File: config.mk
export PLATFORM = sky130hd
export DESIGN_NAME = tile_draw_scheduler
export DESIGN_NICKNAME = d
export VERILOG_FILES = /design/src/rtl/tile_draw_scheduler.sv
export SDC_FILE = /design/constraint.sdc
export NUM_CORES = 1
export LEC_CHECK = 0
export BUFFER_PORTS_ARGS = -buffer_cell sky130_fd_sc_hd__buf_2
export CORE_UTILIZATION = 56
export CTS_CLUSTER_SIZE = 12
export DETAILED_ROUTE_END_ITERATION = 7
export HOLD_SLACK_MARGIN = 0.05
export PLACE_DENSITY = 0.81
export SKIP_LAST_GASP = 1
export SYNTH_ARGS = -nofsm -noshare
export SYNTH_HDL_FRONTEND = slang
export SYNTH_SLANG_ARGS = --single-unit
File: constraint.sdc
create_clock -name clock -period 4.5 [get_ports clock]
set_input_delay 0.45 -clock clock [delete_from_list [all_inputs] [get_ports clock]]
set_output_delay 0.45 -clock clock [all_outputs]
set_load 0.03 [all_outputs]
File: src/rtl/tile_draw_scheduler.sv
`default_nettype none
// ----------------------------------------------------------------------------
// tile_draw_scheduler - draws 4x4 stage tiles through the shared VGA pixel port
// Rev 1.0
// ----------------------------------------------------------------------------
module tile_draw_scheduler #(
  parameter int MAP_W    = 11,
  parameter int MAP_H    = 11,
  parameter int X_ORIGIN = 58,
  parameter int Y_ORIGIN = 38
) (
  input  logic       clock,
  input  logic       resetn,
  input  logic       redraw_req,
  input  logic [1:0] upd_req,
  input  logic [3:0] upd_tx0,
  input  logic [3:0] upd_ty0,
  input  logic [3:0] upd_tx1,
  input  logic [3:0] upd_ty1,
  output logic [1:0] upd_ack,
  output logic [6:0] map_addr,
  input  logic [3:0] map_data,
  output logic [7:0] x_out,
  output logic [6:0] y_out,
  output logic [2:0] colour_out,
  output logic       plot,
  output logic       busy,
  output logic       frame_done
);

  typedef enum logic [1:0] {
    S_IDLE  = 2'd0,
    S_FETCH = 2'd1,
    S_WAIT  = 2'd2,
    S_DRAW  = 2'd3
  } state_t;

  localparam logic [3:0] LAST_TX = 4'(MAP_W - 1);
  localparam logic [3:0] LAST_TY = 4'(MAP_H - 1);

  state_t     state_q, state_d;
  logic       pend_q, pend_d;
  logic       rr_q, rr_d;
  logic       redraw_q, redraw_d;
  logic [3:0] tx_q, tx_d;
  logic [3:0] ty_q, ty_d;
  logic [3:0] code_q, code_d;
  logic [3:0] pix_q, pix_d;
  logic [6:0] addr_q, addr_d;

  logic       sel;
  logic [3:0] sel_tx, sel_ty;
  logic       sel_ok;
  logic       last_col, last_tile;
  logic [3:0] next_tx, next_ty;

  function automatic logic [6:0] tile_addr(input logic [3:0] tx, input logic [3:0] ty);
    return 7'(ty) * 7'(MAP_W) + 7'(tx);
  endfunction

  // With both players requesting the pointer decides; otherwise the lone requester wins.
  always_comb begin
    sel    = (upd_req == 2'b11) ? rr_q : upd_req[1];
    sel_tx = sel ? upd_tx1 : upd_tx0;
    sel_ty = sel ? upd_ty1 : upd_ty0;
    sel_ok = (sel_tx <= LAST_TX) && (sel_ty <= LAST_TY);
  end

  assign last_col  = (tx_q == LAST_TX);
  assign last_tile = last_col && (ty_q == LAST_TY);
  assign next_tx   = last_col ? 4'd0 : tx_q + 4'd1;
  assign next_ty   = last_col ? ty_q + 4'd1 : ty_q;

  always_ff @(posedge clock or negedge resetn) begin
    if (!resetn) begin
      state_q  <= S_IDLE;
      pend_q   <= 1'b0;
      rr_q     <= 1'b0;
      redraw_q <= 1'b0;
      tx_q     <= 4'd0;
      ty_q     <= 4'd0;
      code_q   <= 4'd0;
      pix_q    <= 4'd0;
      addr_q   <= 7'd0;
    end else begin
      state_q  <= state_d;
      pend_q   <= pend_d;
      rr_q     <= rr_d;
      redraw_q <= redraw_d;
      tx_q     <= tx_d;
      ty_q     <= ty_d;
      code_q   <= code_d;
      pix_q    <= pix_d;
      addr_q   <= addr_d;
    end
  end

  always_comb begin
    state_d    = state_q;
    pend_d     = pend_q;
    rr_d       = rr_q;
    redraw_d   = redraw_q;
    tx_d       = tx_q;
    ty_d       = ty_q;
    code_d     = code_q;
    pix_d      = pix_q;
    addr_d     = addr_q;
    upd_ack    = 2'b00;
    frame_done = 1'b0;

    // A pulse during an active redraw is absorbed; otherwise it is remembered.
    if (redraw_req && !((state_q != S_IDLE) && redraw_q)) begin
      pend_d = 1'b1;
    end

    case (state_q)
      S_IDLE: begin
        if (pend_q) begin
          pend_d   = 1'b0;
          redraw_d = 1'b1;
          tx_d     = 4'd0;
          ty_d     = 4'd0;
          addr_d   = 7'd0;
          state_d  = S_FETCH;
        end else if (upd_req != 2'b00) begin
          upd_ack = sel ? 2'b10 : 2'b01;
          rr_d    = ~sel;
          if (sel_ok) begin
            redraw_d = 1'b0;
            tx_d     = sel_tx;
            ty_d     = sel_ty;
            addr_d   = tile_addr(sel_tx, sel_ty);
            state_d  = S_FETCH;
          end
        end
      end
      S_FETCH: begin
        state_d = S_WAIT;
      end
      S_WAIT: begin
        code_d  = map_data;
        pix_d   = 4'd0;
        state_d = S_DRAW;
      end
      S_DRAW: begin
        pix_d = pix_q + 4'd1;
        if (pix_q == 4'd15) begin
          if (redraw_q && !last_tile) begin
            tx_d    = next_tx;
            ty_d    = next_ty;
            addr_d  = tile_addr(next_tx, next_ty);
            state_d = S_FETCH;
          end else begin
            frame_done = redraw_q;
            state_d    = S_IDLE;
          end
        end
      end
      default: begin
        state_d = S_IDLE;
      end
    endcase
  end

  always_comb begin
    plot       = (state_q == S_DRAW);
    x_out      = 8'd0;
    y_out      = 7'd0;
    colour_out = 3'b000;
    if (plot) begin
      x_out = 8'(X_ORIGIN) + {2'b00, tx_q, 2'b00} + {6'd0, pix_q[1:0]};
      y_out = 7'(Y_ORIGIN) + {1'b0, ty_q, 2'b00} + {5'd0, pix_q[3:2]};
      case (code_q)
        4'd0:    colour_out = 3'b010;
        4'd1:    colour_out = 3'b111;
        4'd2:    colour_out = 3'b100;
        4'd3:    colour_out = 3'b001;
        4'd4:    colour_out = 3'b110;
        4'd5:    colour_out = 3'b011;
        4'd6:    colour_out = 3'b101;
        default: colour_out = 3'b000;
      endcase
    end
  end

  assign busy     = (state_q != S_IDLE);
  assign map_addr = addr_q;

endmodule
`default_nettype wire
## Word-level counts from Yosys, hierarchy flattened

Cells that the tools add are included.

- Add/subtract/negate cells: 9
- Multiply operators: 2
- Magnitude comparators: 2
- Equal/unequal tests: 17
- Multiplexer cells: 47
- Bitwise operators: 2
- Reductions and logical operators: 19

Operators with widths:

| operator | number |
|---|---|
| $mux W4 | 14 |
| $mux W7 | 6 |
| $pmux W4 S2 | 3 |
| $pmux W3 S7 | 1 |
| $mux W2 | 8 |
| $add A6 B6 Y7 const A | 2 |
| $add A7 B4 Y7 | 2 |
| $mul A4 B4 Y7 const B | 2 |
| $pmux W7 S2 | 1 |
| $add A4 B1 Y4 const B | 3 |
| $eq A4 B3 Y1 const B | 3 |
| $eq A4 B4 Y1 const B | 3 |
| $reduce_bool A2 Y1 | 6 |
| $mux W1 | 11 |
| $reduce_and A3 Y1 | 3 |
| $add A7 B2 Y8 | 1 |
| $eq A4 B2 Y1 const B | 2 |
| $le A4 B4 Y1 const B | 2 |
| $mux W8 | 1 |
| $pmux W2 S4 | 1 |
| $add A7 B2 Y7 | 1 |
| $eq A2 B2 Y1 const B | 3 |
| $ne A3 B3 Y1 const B | 2 |
| $logic_and A1 B1 Y1 | 5 |
| 9 further kinds | 12 |

- Bits in registers: 28
- Input port bits: 25
- Output and inout bits: 30

## Longest topological paths before layout

Gate-level depths: netlist of the first run.

- Word-level depth: 9
- Gate-level depth with buffers: 17
- Mapped depth without buffers: 16

## Worst setup path before layout of the first run

Ideal clock, no wire load.

- Kind: register to register
- Start point: register tx_q[2]
- End point: register addr_q[6], in the netlist map_addr[6]
- Data arrival time: 3.611 ns
- Required time: 4.376 ns
- Path slack: 0.765 ns
- Stages on the path, launching flop included: 18
- Clock period less this slack: 3.735 ns
- Cells stage by stage: dfrtp_1 -> buf_6 -> nand2b_1 -> nor3b_1 -> nand2_1 -> xnor2_1 -> ha_1 -> ha_1 -> inv_1 -> fa_1 -> inv_1 -> ha_1 -> a21o_1 -> a21o_1 -> a21oi_1 -> xnor2_1 -> a22oi_1 -> a21oi_2

- Longest elaborated chain between the ends: 7
- Elaborated cells between the ends (all ways): 14

Ends and longest elaborated chain:

| item | line | source |
|---|---|---|
| start: declaration | 45 | `logic [3:0] tx_q, tx_d;` |
| start signal: assignment | 90 | `tx_q <= tx_d;` |
| $eq A4 B4 Y1 | 69 | `assign last_col = (tx_q == LAST_TX);` |
| $mux W4 | 72 | `assign next_ty = last_col ? ty_q + 4'd1 : ty_q;` |
| $mul A4 B4 Y7 | 58 | `return 7'(ty) * 7'(MAP_W) + 7'(tx);` |
| $add A7 B4 Y7 | 58 |  |
| $mux W7 | 148 | `if (redraw_q && !last_tile) begin` |
| $mux W7 | 147 | `if (pix_q == 4'd15) begin` |
| $pmux W7 S2 | 116 | `case (state_q)` |
| end signal: assignment | 94 | `addr_q <= addr_d;` |
| end: declaration | 49 | `logic [6:0] addr_q, addr_d;` |

Parallel ways exist; a longest one is shown, timed or not. The select of a mux whose other input is x is not followed.
A chain may end at the register's enable or synchronous reset.

## Worst setup path in the final report of the first run

Ends and elaborated chain as after synthesis.

==> results of run 1 <==
[area by class of cell]
type | instances | area, um^2 | area share [%]
multi-input cells | 240 | 1877 | 60.34
flip-flops and latches | 28 | 700.7 | 22.53
repair buffers | 55 | 280.3 | 9.010
inverters | 26 | 97.59 | 3.138
well taps | 67 | 83.83 | 2.695
clock buffers | 3 | 41.29 | 1.327
clock inverters | 1 | 30.03 | 0.9654
[cells in the final DEF (no fill, tap or decap), types with 2 or more instances in the layout]
master,count
xor2_1,8
nand2b_1,4
inv_2,2
o22ai_1,2
a22oi_1,12
mux2i_1,5
inv_1,24
xnor2_1,17
fa_1,6
nor2b_1,2
nor3_1,2
nand4_1,2
nand3_1,7
mux2_1,2
clkbuf_8,3
a21oi_1,26
dfrtp_1,28
buf_4,2
nor2_1,33
mux2_2,8
o21ai_1,2
nor3b_1,2
and3_1,2
nand3b_1,2
and2_1,5
o21a_1,2
nand2_1,17
o21ai_0,7
buf_2,53
a21o_1,8
ha_1,39
[Yosys cell counts (all sizes together), types with 2 or more instances]
master	count	area, um^2
inv	26	97.60
mux2	10	112.6
nand2	18	70.07
buf	10	77.57
nor3b	2	15.01
fa	6	120.1
xnor2	17	148.9
a21oi	27	138.9
o22ai	2	12.51
nor2	33	123.9
a21o	8	60.06
nand3	7	35.03
nor3	3	26.28
o21a	2	15.01
o21ai	9	45.04
and2	5	31.28
nor2b	2	12.51
nand2b	4	25.02
and3	2	12.51
clkbuf	5	18.77
nand4	2	12.51
dfrtp	28	700.7
mux2i	5	50.05
ha	39	488.0
xor2	9	97.60
a22oi	12	90.09
nand3b	2	15.01
[per-layer routing]
| metal | vias up | GRT usage, % | part of all wire, % |
|---|---|---|---|
| li1 | 1149 | - | - |
| met1 | 1103 | 32.84 | 48 |
| met2 | 57 | 38.01 | 47 |
| met3 | 7 | 2.222 | 3.7 |
| met4 | 0 | 6.754 | 1.3 |
| met5 | - | 0 | 0 |
[worst paths after layout]
kind | startpoint | end | slack (ps) | cells past startpoint
max in group asynchronous | resetn | redraw_q | 3900 | 1
worst max register to register | tx_q[2] | map_addr[6] | 450 | 16
worst min-delay path | resetn | tx_q[1] | 180 | 1
worst max-delay path | tx_q[2] | map_addr[6] | 450 | 16
min in group clock | upd_req[1] | rr_q | 390 | 2
worst min register to register | code_q[3] | code_q[3] | 530 | 1
[registers in the layout, indices dropped and copies added (netlist names)]
signal / count
state_q: 2
tx_q: 4
redraw_q: 1
pix_q: 4
ty_q: 4
rr_q: 1
pend_q: 1
code_q: 4
map_addr: 7
[stage by stage]
stage                     setup WS (ps)  util, %
after global placement            587.6    63.92
after detailed placement          495.5    63.92
after floorplan                   765.1        -
after CTS                         445.9    65.42
final                             449.0    65.42
after global routing              179.3    65.42
[cell families after synthesis]
group                      share of synthesized area (%)
muxes                                              5.869
xor gates and xnor gates                           8.894
AOI/OAI and AO/OA                                  16.03
DFF                                                25.28
adders and majority gates                          21.94
buffers and inverters                              6.998
other                                             0.1353
and+or+nand+nor                                    14.85
==> flow_metrics.tcl, run 1 <==
set metrics [dict create \
    clk_latency_ps 290 \
    grt_pass1_vias 2120 \
    finalSetupViolCount 0 \
    vias 2316 \
    cts_tree "yes" \
    synthCells 309 \
    whs_ps 177.7 \
    crit_family "adder cells" \
    fmax_ghz 0.2469 \
    slew_headroom_pct 33.10 \
    slew_violations 0 \
    clk_path_buf_depth 2 \
    synth_fp_nets 379 \
    synthArstFlopShare_pct 100.0 \
    cts_inserted_buffers 3 \
    dieArea_um2 5235 \
    yosysSeqAreaShare_pct 25.28 \
    critPathBufInv 2 \
    dp_hpwl_um 4326 \
    post-route-period-util_pct 90.02 \
    layout.nets 424 \
    path_class "flop to flop" \
    synthFlopType "dfrtp_1" \
    grt_max_degree 31 \
    drtIter0Drc 118 \
    cts-root-buf "clkbuf_8" \
    ant_nets 0 \
    cp_cell_sequence "nand2b_1, nor3b_1, nand2_1, xnor2_1, ha_1, ha_1, inv_1, fa_1, inv_1, ha_1, a21o_1, a21o_1, a21oi_1, xnor2_1, a22oi_1, a21oi_2" \
    rsz0062_at_grt "false" \
    start_kind "flop" \
    synth_warnings 0 \
    synth_edf_count 0 \
    synth.avg_cell_area_um2 8.969 \
    slowest_stage "fa_1" \
    syn2layout_area_growth_pct 12.23 \
    dp_cells 416 \
    grt_usage_pct 23.28 \
    via_per_inst 5.514 \
    finalCriticalPeriod_ps 4051 \
    dieHeight_um 72.35 \
    antennaDiodeCount 0 \
    drc 0 \
    hold_violations 0 \
    core_um2 4755 \
    setup_tns_ps 0 \
    ios 55 \
    critical-path-max-stage-delay_ps 530 \
    rows 25 \
    chipWidth_um 72.35 \
    instances_no_fill 420 \
    clkSinkCount 28 \
    antenna_found_initial 0 \
    cap_violations 0 \
    nFillCells 391 \
    final_area_um2 3110 \
    post_cts_resized 0 \
    grt_overflow 0 \
    post_cts_buffers 0 \
    portBuffers 53 \
    status "finished clean" \
    syn_area_um2 2771 \
    critPathCaptureType "flop" \
    start_util_pct 58.29 \
    worst_pin_slew_ps 1004 \
    place_area_um2 3039 \
    place_congestion 0.8010 \
    grt_pass1_wl_um 9549 \
    cp.required_ps 4650 \
    hold_class "input port to async pin" \
    synth_seq_cells 28 \
    synth_cell_type_count 50 \
    h-tree-depth 1 \
    crit_arrival_ps 4200 \
    cp_max_fo 9 \
    crit_top_cell "ha_1" \
    final_layout_size_suffix_gt1_share_pct 21.25 \
    clk_pin_slew_ps 110 \
    drt_pass1_iterations 4 \
    cts.hold.buffers_added 0 \
    routed_wl_um 5717 \
    wire_per_inst_um 13.61 \
    skew_ps 7.931 \
]
Power of run 1 is not shown: default switching activity piles up to over one toggle a cycle in this logic, so the estimate is an artifact.
==> run 2: changes to the inputs <==
Clock period 4.5 ns to 4.6 ns, I/O delays scaled along.
==> flow_metrics.tcl, run 2 (synthesis results as in run 1) <==
set metrics [dict create \
    portBuffers 53 \
    cp_cell_sequence "nand2b_1, nor3b_1, nand2_1, xnor2_1, ha_1, ha_1, inv_1, fa_1, inv_1, ha_1, a21o_1, a21o_1, a21oi_1, xnor2_1, a22oi_1, a21oi_2" \
    layout.nets 424 \
    use_met2_pct 41.12 \
    crit_arrival_ps 4270 \
    status "finished clean" \
    chipWidth_um 72.35 \
    slew_violations 0 \
    clk_path_buf_depth 2 \
    rsz0062_at_grt "false" \
    ios 55 \
    critical-path-max-stage-delay_ps 540 \
    final_layout_size_suffix_gt1_share_pct 21.25 \
    post_cts_buffers 0 \
    cts-root-buf "clkbuf_8" \
    mostFrequentLayoutCell "buf_2" \
    fmax_ghz 0.2428 \
    antennaDiodeCount 0 \
    antenna_found_initial 0 \
    cp.required_ps 4750 \
    wire_per_inst_um 14.12 \
    cts_inserted_buffers 3 \
    hold_violations 0 \
    top_usage_layer "met2" \
    start_util_pct 58.29 \
    via_per_inst 5.495 \
    routed_wl_um 5929 \
    grt_pass1_vias 2230 \
    setup_tns_ps 0 \
    clk_pin_slew_ps 110 \
    core_um2 4755 \
    cts_tree "yes" \
    hold_class "input port to async pin" \
    worst_pin_slew_ps 1012 \
    post-route-period-util_pct 89.55 \
    use_met3_pct 2.361 \
    crit_top_cell "ha_1" \
    ant_nets 0 \
    cap_violations 0 \
    critPathCaptureType "flop" \
    h-tree-depth 1 \
    slew_headroom_pct 32.52 \
    start_kind "flop" \
    place_congestion 0.8173 \
    largest_reg_flops 7 \
    cp_max_fo 9 \
    cts.hold.buffers_added 0 \
    grt_usage_pct 24.27 \
    syn2layout_area_growth_pct 12.23 \
    dieArea_um2 5235 \
    drtIter0Drc 125 \
    drc 0 \
    layout_common_cells "buf_2 (53), ha_1 (39), nor2_1 (33), dfrtp_1 (28), a21oi_1 (26)" \
    clk_latency_ps 280 \
    clkSinkCount 28 \
    rows 25 \
    slowest_stage "fa_1" \
    finalCriticalPeriod_ps 4119 \
    finalSetupViolCount 0 \
    post_cts_resized 0 \
    vias 2308 \
    use_met1_pct 32.45 \
    skew_ps 8.078 \
    path_class "flop to flop" \
    grt_pass1_wl_um 9936 \
    dieHeight_um 72.35 \
    grt_max_degree 31 \
    grt_overflow 0 \
    drt_pass1_iterations 4 \
    dp_hpwl_um 4507 \
]
run 2: cell counts in the layout (fill, tap and decap cells not counted):
Identical to the previous run, type by type.
run 2: critical path, delay by kind of cell, from the launching register on:
kind	cells	cell delay [ps]
adder cells (fa/ha/maj)	4	1460
AO/OA/AOI/OAI	5	870
AND/OR/NAND/NOR	3	630
flip-flops	1	490
buffers and inverters	2	100
XOR/XNOR	2	440
run 2: area by class of cell:
class / count / area, um^2
clock buffer: 3 / 41.29
clock inverter: 1 / 30.03
fill: 429 / 1644
inverter: 26 / 97.59
multi-input combinational: 240 / 1877
sequential: 28 / 700.7
tap: 67 / 83.83
timing repair buffer: 55 / 280.3
run 2: worst paths after layout:
check / from / end / slack [ps] / depth (start not counted)
max in group asynchronous: resetn / code_q[0] / 3980 / 1
setup reg to reg: tx_q[2] / map_addr[6] / 480 / 16
hold / removal: resetn / tx_q[0] / 190 / 1
min in group clock: upd_req[1] / rr_q / 400 / 2
hold reg to reg: code_q[3] / code_q[3] / 520 / 1
setup / recovery: tx_q[2] / map_addr[6] / 480 / 16
run 2: metrics by stage:
step           setup slack, ps  hold slack [ps]  instances  utilization (%)  area [um^2]
6_report                 480.8            194.4        420            65.42         3110
5_1_grt                  222.9            242.8        420            65.42         3110
4_1_cts                  505.6            210.0        420            65.42         3110
3_5_place_dp             566.2            498.8        416            63.92         3039
3_3_place_gp             687.1            482.5        416            63.92         3039
2_1_floorplan            865.1            164.4        309                -         2771
run 2: layer usage:
layer	vias to the layer above	wire [um]
li1	1155	-
met1	1069	2715
met2	75	2871
met3	9	269
met4	0	73
met5	-	0
Power of run 2 is left out for the same reason.
